--- src/rtl/gray_pkg.sv ---
// gray_pkg
//   Shared types and helpers for the Gray-count receive path.
//   trk_state_t : tracker FSM states (INIT / TRACK / FAULT)
//   gray2bin    : Gray-to-binary decode of the low w bits of g
package gray_pkg;

    typedef enum logic [1:0] {
        INIT,
        TRACK,
        FAULT
    } trk_state_t;

    localparam int unsigned GRAY_MAX_W = 32;

    // Walks from the MSB down, carrying the running XOR of the Gray bits.
    function automatic logic [GRAY_MAX_W-1:0] gray2bin(
        input logic [GRAY_MAX_W-1:0] g,
        input int unsigned           w
    );
        logic [GRAY_MAX_W-1:0] b;
        logic                  acc;
        int unsigned           idx;
        b   = '0;
        acc = 1'b0;
        for (int unsigned k = 0; k < GRAY_MAX_W; k++) begin
            idx = GRAY_MAX_W - 1 - k;
            if (idx < w) begin
                acc    = acc ^ g[idx];
                b[idx] = acc;
            end
        end
        return b;
    endfunction

endpackage

--- src/rtl/gray_count_tracker_if.sv ---
// gray_count_tracker_if
//   Bundle between a Gray-count source / control side (master) and the
//   tracker (slave).
//   master drives : gray_in, resync, err_clr
//   slave drives  : bin_out, pos, step_up, step_dn, wrap, err, locked
interface gray_count_tracker_if #(
    parameter int unsigned W     = 3,
    parameter int unsigned POS_W = 8
);
    logic [W-1:0]     gray_in;
    logic             resync;
    logic             err_clr;
    logic [W-1:0]     bin_out;
    logic [POS_W-1:0] pos;
    logic             step_up;
    logic             step_dn;
    logic             wrap;
    logic             err;
    logic             locked;

    modport master (
        output gray_in, resync, err_clr,
        input  bin_out, pos, step_up, step_dn, wrap, err, locked
    );

    modport slave (
        input  gray_in, resync, err_clr,
        output bin_out, pos, step_up, step_dn, wrap, err, locked
    );
endinterface

--- src/rtl/gray2bin_dec.sv ---
// gray2bin_dec
//   Combinational W-bit Gray-to-binary decoder (XOR prefix from the MSB).
//   gray_i : Gray-coded input
//   bin_o  : binary equivalent
module gray2bin_dec #(
    parameter int unsigned W = 3
) (
    input  logic [W-1:0] gray_i,
    output logic [W-1:0] bin_o
);
    // Each binary bit is the XOR of all Gray bits at or above it.
    for (genvar i = 0; i < W; i++) begin : g_bit
        assign bin_o[i] = ^gray_i[W-1:i];
    end
endmodule

--- src/rtl/gray_count_tracker.sv ---
// gray_count_tracker
//   Samples a Gray-coded count every clock, decodes it, classifies the
//   transition (hold / +1 / -1 / illegal) and keeps an extended signed
//   position across wrap-arounds.
//   clk, reset : clock, asynchronous active-high reset
//   trk.gray_in, trk.resync, trk.err_clr : inputs from the source side
//   trk.bin_out, trk.pos                 : registered decode and position
//   trk.step_up, trk.step_dn, trk.wrap   : one-cycle registered pulses
//   trk.err (sticky), trk.locked (TRACK) : status
module gray_count_tracker
    import gray_pkg::*;
#(
    parameter int unsigned W     = 3,
    parameter int unsigned POS_W = 8
) (
    input  logic                 clk,
    input  logic                 reset,
    gray_count_tracker_if.slave  trk
);
    localparam logic [W-1:0]     ONE_W   = W'(1);
    localparam logic [POS_W-1:0] ONE_POS = POS_W'(1);

    trk_state_t       state_q, state_d;
    logic [W-1:0]     bin_q, bin_d;
    logic [POS_W-1:0] pos_q, pos_d;
    logic             up_q, up_d;
    logic             dn_q, dn_d;
    logic             wrap_q, wrap_d;
    logic             err_q, err_d;

    logic [W-1:0]     dec_bin;
    logic [W-1:0]     delta;
    logic             illegal;

    gray2bin_dec #(.W(W)) u_dec (
        .gray_i (trk.gray_in),
        .bin_o  (dec_bin)
    );

    assign delta   = dec_bin - bin_q;
    assign illegal = (delta != '0) && (delta != ONE_W) && (delta != '1);

    // State register and output registers
    always_ff @(posedge clk or posedge reset) begin
        if (reset) begin
            state_q <= INIT;
            bin_q   <= '0;
            pos_q   <= '0;
            up_q    <= 1'b0;
            dn_q    <= 1'b0;
            wrap_q  <= 1'b0;
            err_q   <= 1'b0;
        end else begin
            state_q <= state_d;
            bin_q   <= bin_d;
            pos_q   <= pos_d;
            up_q    <= up_d;
            dn_q    <= dn_d;
            wrap_q  <= wrap_d;
            err_q   <= err_d;
        end
    end

    // Next-state logic
    always_comb begin
        state_d = state_q;
        unique case (state_q)
            INIT:    state_d = TRACK;
            TRACK:   if (!trk.resync && illegal) state_d = FAULT;
            FAULT:   if (trk.err_clr || trk.resync) state_d = TRACK;
            default: state_d = INIT;
        endcase
    end

    // Output / datapath logic
    always_comb begin
        // Every branch (load, resync, hold, step, illegal, fault-follow)
        // ends with bin_out equal to the current decode, so it is hoisted.
        bin_d  = dec_bin;
        pos_d  = pos_q;
        up_d   = 1'b0;
        dn_d   = 1'b0;
        wrap_d = 1'b0;
        // Clear first so an illegal step in the same cycle re-sets it.
        err_d  = trk.err_clr ? 1'b0 : err_q;
        if (state_q == TRACK && !trk.resync) begin
            if (delta == ONE_W) begin
                up_d   = 1'b1;
                pos_d  = pos_q + ONE_POS;
                wrap_d = &bin_q;
            end else if (delta == '1) begin
                dn_d   = 1'b1;
                pos_d  = pos_q - ONE_POS;
                wrap_d = (bin_q == '0);
            end else if (illegal) begin
                err_d  = 1'b1;
            end
        end
    end

    assign trk.bin_out = bin_q;
    assign trk.pos     = pos_q;
    assign trk.step_up = up_q;
    assign trk.step_dn = dn_q;
    assign trk.wrap    = wrap_q;
    assign trk.err     = err_q;
    assign trk.locked  = (state_q == TRACK);
endmodule

--- src/flat_wrapper.sv ---
// flat-port wrapper written by rule: the top's interface ports become plain ports
module gray_count_tracker_flat import gray_pkg::*;
#(
    parameter int unsigned W     = 3,
    parameter int unsigned POS_W = 8
)
  (clk, reset, trk_gray_in, trk_resync, trk_err_clr, trk_bin_out, trk_pos, trk_step_up, trk_step_dn, trk_wrap, trk_err, trk_locked);
  gray_count_tracker_if #(.W(W), .POS_W(POS_W)) trk_i ();
  input  logic clk;
  input  logic reset;
  input wire logic [$bits(trk_i.gray_in)-1:0] trk_gray_in;
  input wire logic [$bits(trk_i.resync)-1:0] trk_resync;
  input wire logic [$bits(trk_i.err_clr)-1:0] trk_err_clr;
  output wire logic [$bits(trk_i.bin_out)-1:0] trk_bin_out;
  output wire logic [$bits(trk_i.pos)-1:0] trk_pos;
  output wire logic [$bits(trk_i.step_up)-1:0] trk_step_up;
  output wire logic [$bits(trk_i.step_dn)-1:0] trk_step_dn;
  output wire logic [$bits(trk_i.wrap)-1:0] trk_wrap;
  output wire logic [$bits(trk_i.err)-1:0] trk_err;
  output wire logic [$bits(trk_i.locked)-1:0] trk_locked;
  assign trk_i.gray_in = trk_gray_in;
  assign trk_i.resync = trk_resync;
  assign trk_i.err_clr = trk_err_clr;
  assign trk_bin_out = trk_i.bin_out;
  assign trk_pos = trk_i.pos;
  assign trk_step_up = trk_i.step_up;
  assign trk_step_dn = trk_i.step_dn;
  assign trk_wrap = trk_i.wrap;
  assign trk_err = trk_i.err;
  assign trk_locked = trk_i.locked;
  gray_count_tracker #(.W(W), .POS_W(POS_W)) u_core (.clk(clk), .reset(reset), .trk(trk_i));
endmodule
--- config.mk ---
export PLATFORM = sky130hd
export DESIGN_NAME = gray_count_tracker_flat
export DESIGN_NICKNAME = d
export VERILOG_FILES = /design/src/rtl/gray_pkg.sv /design/src/rtl/gray_count_tracker_if.sv /design/src/rtl/gray2bin_dec.sv /design/src/rtl/gray_count_tracker.sv /design/src/flat_wrapper.sv
export SDC_FILE = /design/constraint.sdc
export NUM_CORES = 1
export LEC_CHECK = 0
export CAP_MARGIN = 15
export CORE_UTILIZATION = 50
export CTS_CLUSTER_SIZE = 24
export DETAILED_ROUTE_END_ITERATION = 10
export HOLD_SLACK_MARGIN = 0.08
export PLACE_DENSITY = 0.85
export SLEW_MARGIN = 20
export SYNTH_ARGS = -nofsm -noshare
export SYNTH_HDL_FRONTEND = slang
export SYNTH_SLANG_ARGS = --single-unit
--- constraint.sdc ---
create_clock -name clk -period 4.7 [get_ports clk]
set_input_delay 0.47 -clock clk [delete_from_list [all_inputs] [get_ports clk]]
set_output_delay 0.47 -clock clk [all_outputs]
set_load 0.005 [all_outputs]
==> metrics.log <==
[metrics] status: complete, no violations
[metrics] slew at the pin closest to its max-slew limit: 0.640 ns
[metrics] minimum clock period: 4.16 ns
[metrics] number of nets in the layout: 131
[metrics] grt peak-use layer: met2
[metrics] met2 Track Usage GR: 34.6%
[metrics] CP Buf/Inv Count: 2
[metrics] final hold violation count: 0
[metrics] Placed Cells: 135
[metrics] Max-slew headroom: 57.3%
[metrics] area grow syn2layout: 28.0%
[metrics] HPWL after detailed placement: 1340 um
[metrics] IO Pins: 23
[metrics] overall die area: 2080 um2
[metrics] routed wire length per instance: 12.8 um
[metrics] Max-Cap Viols: 0
[metrics] global routing usage on met1: 24.2%
[metrics] number of instances resized during post-cts repair: 0
[metrics] x dimension of the die: 45.6 um
[metrics] startpoint type of the worst setup path: primary input
[metrics] area share of the largest cell type after synthesis: 44.7%
[metrics] CP endpoint kind: flip-flop
[metrics] maximum number of pins on one net before global-route repair: 18
[metrics] Worst IR Drop VDD: 0.368 mV
[metrics] number of input and output port buffers inserted: 22
[metrics] stages on the worst setup path: 15
[metrics] Slew Limit Fails: 0
[metrics] async set-reset flop share out of synthesis: 100%
[metrics] maximum fanout count along the critical path: 7
[metrics] via count of the first global-routing pass: 691
[metrics] Fin Hold WS: 0.474 ns
[metrics] Finish-stage setup viols: 0
[metrics] 1st-pass router iterations: 4
[metrics] Hold Path Depth: 1
[metrics] critical path, cell by cell: clkdlybuf4s50_1 -> xor2_1 -> xnor2_1 -> ha_1 -> inv_1 -> fa_1 -> xnor3_1 -> nor2_1 -> nand2_1 -> fa_1 -> a21o_1 -> a221o_1 -> a21oi_1 -> xor2_1 -> o21ai_1
[metrics] wire length of the first global-routing pass: 2890 um
[metrics] worst stage delay on the critical path: 0.52 ns
[metrics] leading cell type in the layout, fill and taps excluded: sky130_fd_sc_hd__clkdlybuf4s50_1
[metrics] post-route antenna net violation count: 0
[metrics] count of synthesis-stage warnings from yosys: 0
[metrics] worst endpoint required time: 4.87 ns
[metrics] most frequent cells in the layout: 22 x sky130_fd_sc_hd__clkdlybuf4s50_1, 17 x sky130_fd_sc_hd__dfrtp_1, 11 x sky130_fd_sc_hd__nand2_1
[metrics] setup repair bufs after CTS: 0
[metrics] clock transition at the registers of the reported paths: 0.10 ns
[metrics] Core Area: 1760 um2
[metrics] count of filler cells inserted in the layout: 153
[metrics] Cells after Synth: 89
[metrics] initial antenna violation count: 0
[metrics] post-route non-filler standard cell count: 139
[metrics] cts bufs inserted: 3
[metrics] worst hold-check path type: reg2reg
[metrics] clock latency of the later-clocked register in the worst-skew pair: 0.29 ns
[metrics] post-route DRC violation count: 0
[metrics] EDFF count, synth: 0
[metrics] syn nets: 105
[metrics] sequential cell area: 425 um2
[metrics] syn avg cell area: 10.7 um2
[metrics] Static Leak: 0.582 nW
[metrics] data arrival time of the critical path: 4.33 ns
[metrics] CTS Sinks: 17
[metrics] Power, Total: 0.759 mW
[metrics] Max clock buf depth: 2
[metrics] cell at the root of the clock tree: sky130_fd_sc_hd__clkbuf_4
[metrics] post-detailed-route via-to-cell ratio: 5.24
[metrics] Initial Util: 54.0%
[metrics] Total Negative Setup Slacks: 0 ns
[metrics] overflow left after global routing: 0
[metrics] final wirelength: 1780 um
[metrics] met3 Use GR: 2.38%
[metrics] sequential fraction of the synthesis area: 44.7%
[metrics] Power per Cell Area: 623 nW/um2
[metrics] Iter 0 DRT Violations: 9
[metrics] via total after detailed routing: 728
[metrics] TritonCTS clock tree: yes
[metrics] Worst R2R Path Depth: 12
[metrics] Clock H-tree levels: 1
[metrics] biggest area consumer among synthesized cells: sky130_fd_sc_hd__dfrtp_1
[metrics] n_diodes: 0
[metrics] setup clock skew after layout: 0.00619 ns
[metrics] Setup Crit Path Kind: in2reg
[metrics] count of unique library cells instantiated by Yosys: 29
[metrics] GRT Util Overall: 20.1%
[metrics] combined area of all synthesized cells: 952 um2
[metrics] final core utilization: 69.1%
[metrics] Slowest cell on crit path: sky130_fd_sc_hd__clkdlybuf4s50_1
[metrics] hold-fix buffer count after cts: 0
[metrics] cell family contributing the most delay on the critical path: adder cells
[metrics] FP Rows: 15
[metrics] top_reg_cell synth: sky130_fd_sc_hd__dfrtp_1
[metrics] die height: 45.6 um
[metrics] Seq cells post-synth: 17
[metrics] share of the clock period used by the worst path after layout: 88.4%
[metrics] RSZ-0062 raised after global routing: no
[metrics] fraction of layout instances using a drive strength above 1: 6.14%
[metrics] global placer's final weighted congestion: 0.802
[metrics] footprint of the multi-input gates: 482 um2
[metrics] top area cells in the synthesized netlist: sky130_fd_sc_hd__dfrtp_1 45%, sky130_fd_sc_hd__ha_1 9.2%, sky130_fd_sc_hd__xor2_1 4.6%
[metrics] maximum clock rate: 0.241 GHz
[path summary, 6_finish.rpt]
kind	slack, ns	to	start
max	0.54	u_core.trk.pos[6]$_DFFE_PP0P_	trk_gray_in[2]
min	0.47	u_core.trk.pos[7]$_DFFE_PP0P_	u_core.trk.pos[7]$_DFFE_PP0P_
max reg2reg	1.40	u_core.trk.pos[6]$_DFFE_PP0P_	u_core.trk.bin_out[0]$_DFF_PP0_
min reg2reg	0.47	u_core.trk.pos[7]$_DFFE_PP0P_	u_core.trk.pos[7]$_DFFE_PP0P_
max in group asynchronous	3.74	u_core.state_q[1]$_DFFE_PP0P_	reset
min in group asynchronous	0.55	u_core.trk.bin_out[2]$_DFF_PP0_	reset
[worst reg2reg max path: cells and delay by family (launching register included)]
family	cells	cell delay, ns
flops	1	0.41
compound gates	4	0.78
fa+ha+maj	3	1.02
xor+xnor	2	0.39
simple gates	2	0.55
buf+inv	1	0.05
[power breakdown]
group / internal [mW] / switching, mW
Combinational: 0.238 / 0.206
Clock: 0.0331 / 0.0452
Sequential: 0.195 / 0.0417
[stage by stage]
| step | cell area (um2) | setup WS, ns |
|---|---|---|
| final | 1220 | 0.544 |
| after global routing | 1220 | 0.414 |
| after CTS | 1220 | 0.579 |
| after detailed placement | 1190 | 0.283 |
| after global placement | 1190 | 0.439 |
| after floorplan | 952 | 1.22 |
[cell families (layout without fill, tap and decap cells)]
logic type | Yosys count | in the layout | synth area share [%]
AO/OA/AOI/OAI | 22 | 22 | 15.1
XOR/XNOR | 10 | 10 | 10.6
adder cells (fa/ha/maj) | 9 | 9 | 13.4
buffers and inverters | 10 | 35 | 4.73
flip-flops | 17 | 17 | 44.7
multiplexers | 2 | 2 | 2.23
AND/OR/NAND/NOR | 19 | 19 | 9.20
[flip-flops by register name, indices dropped and copies added (netlist names)]
register / cells
u_core.trk.err: 1
u_core.state_q: 2
u_core.trk.step_up: 1
u_core.trk.pos: 8
u_core.trk.bin_out: 3
u_core.trk.step_dn: 1
u_core.trk.wrap: 1
[final cells by class]
type                            instances  area share [%]
Clock buffer                            4            2.16
Multi-Input combinational cell         62            39.5
Tap cell                               25            2.57
Inverter                                9            2.77
Timing Repair Buffer                   22            18.1
Sequential cell                        17            34.9
[synth_stat cells, drive strengths merged, types with 2 or more instances]
cell type  instances
inv                9
fa                 2
a21oi              5
o21ai              7
a21o               2
xnor2              4
and2               2
nand2b             2
o22ai              2
nand2             11
ha                 7
nor2               2
dfrtp             17
xor2               5
[routing by layer]
metal	part of all wire, %	up-vias
li1	-	358
met1	45	351
met2	50	14
met3	2.5	5
met4	2.3	0
met5	0	-
Note: power is estimated with default switching activity, not from simulation.
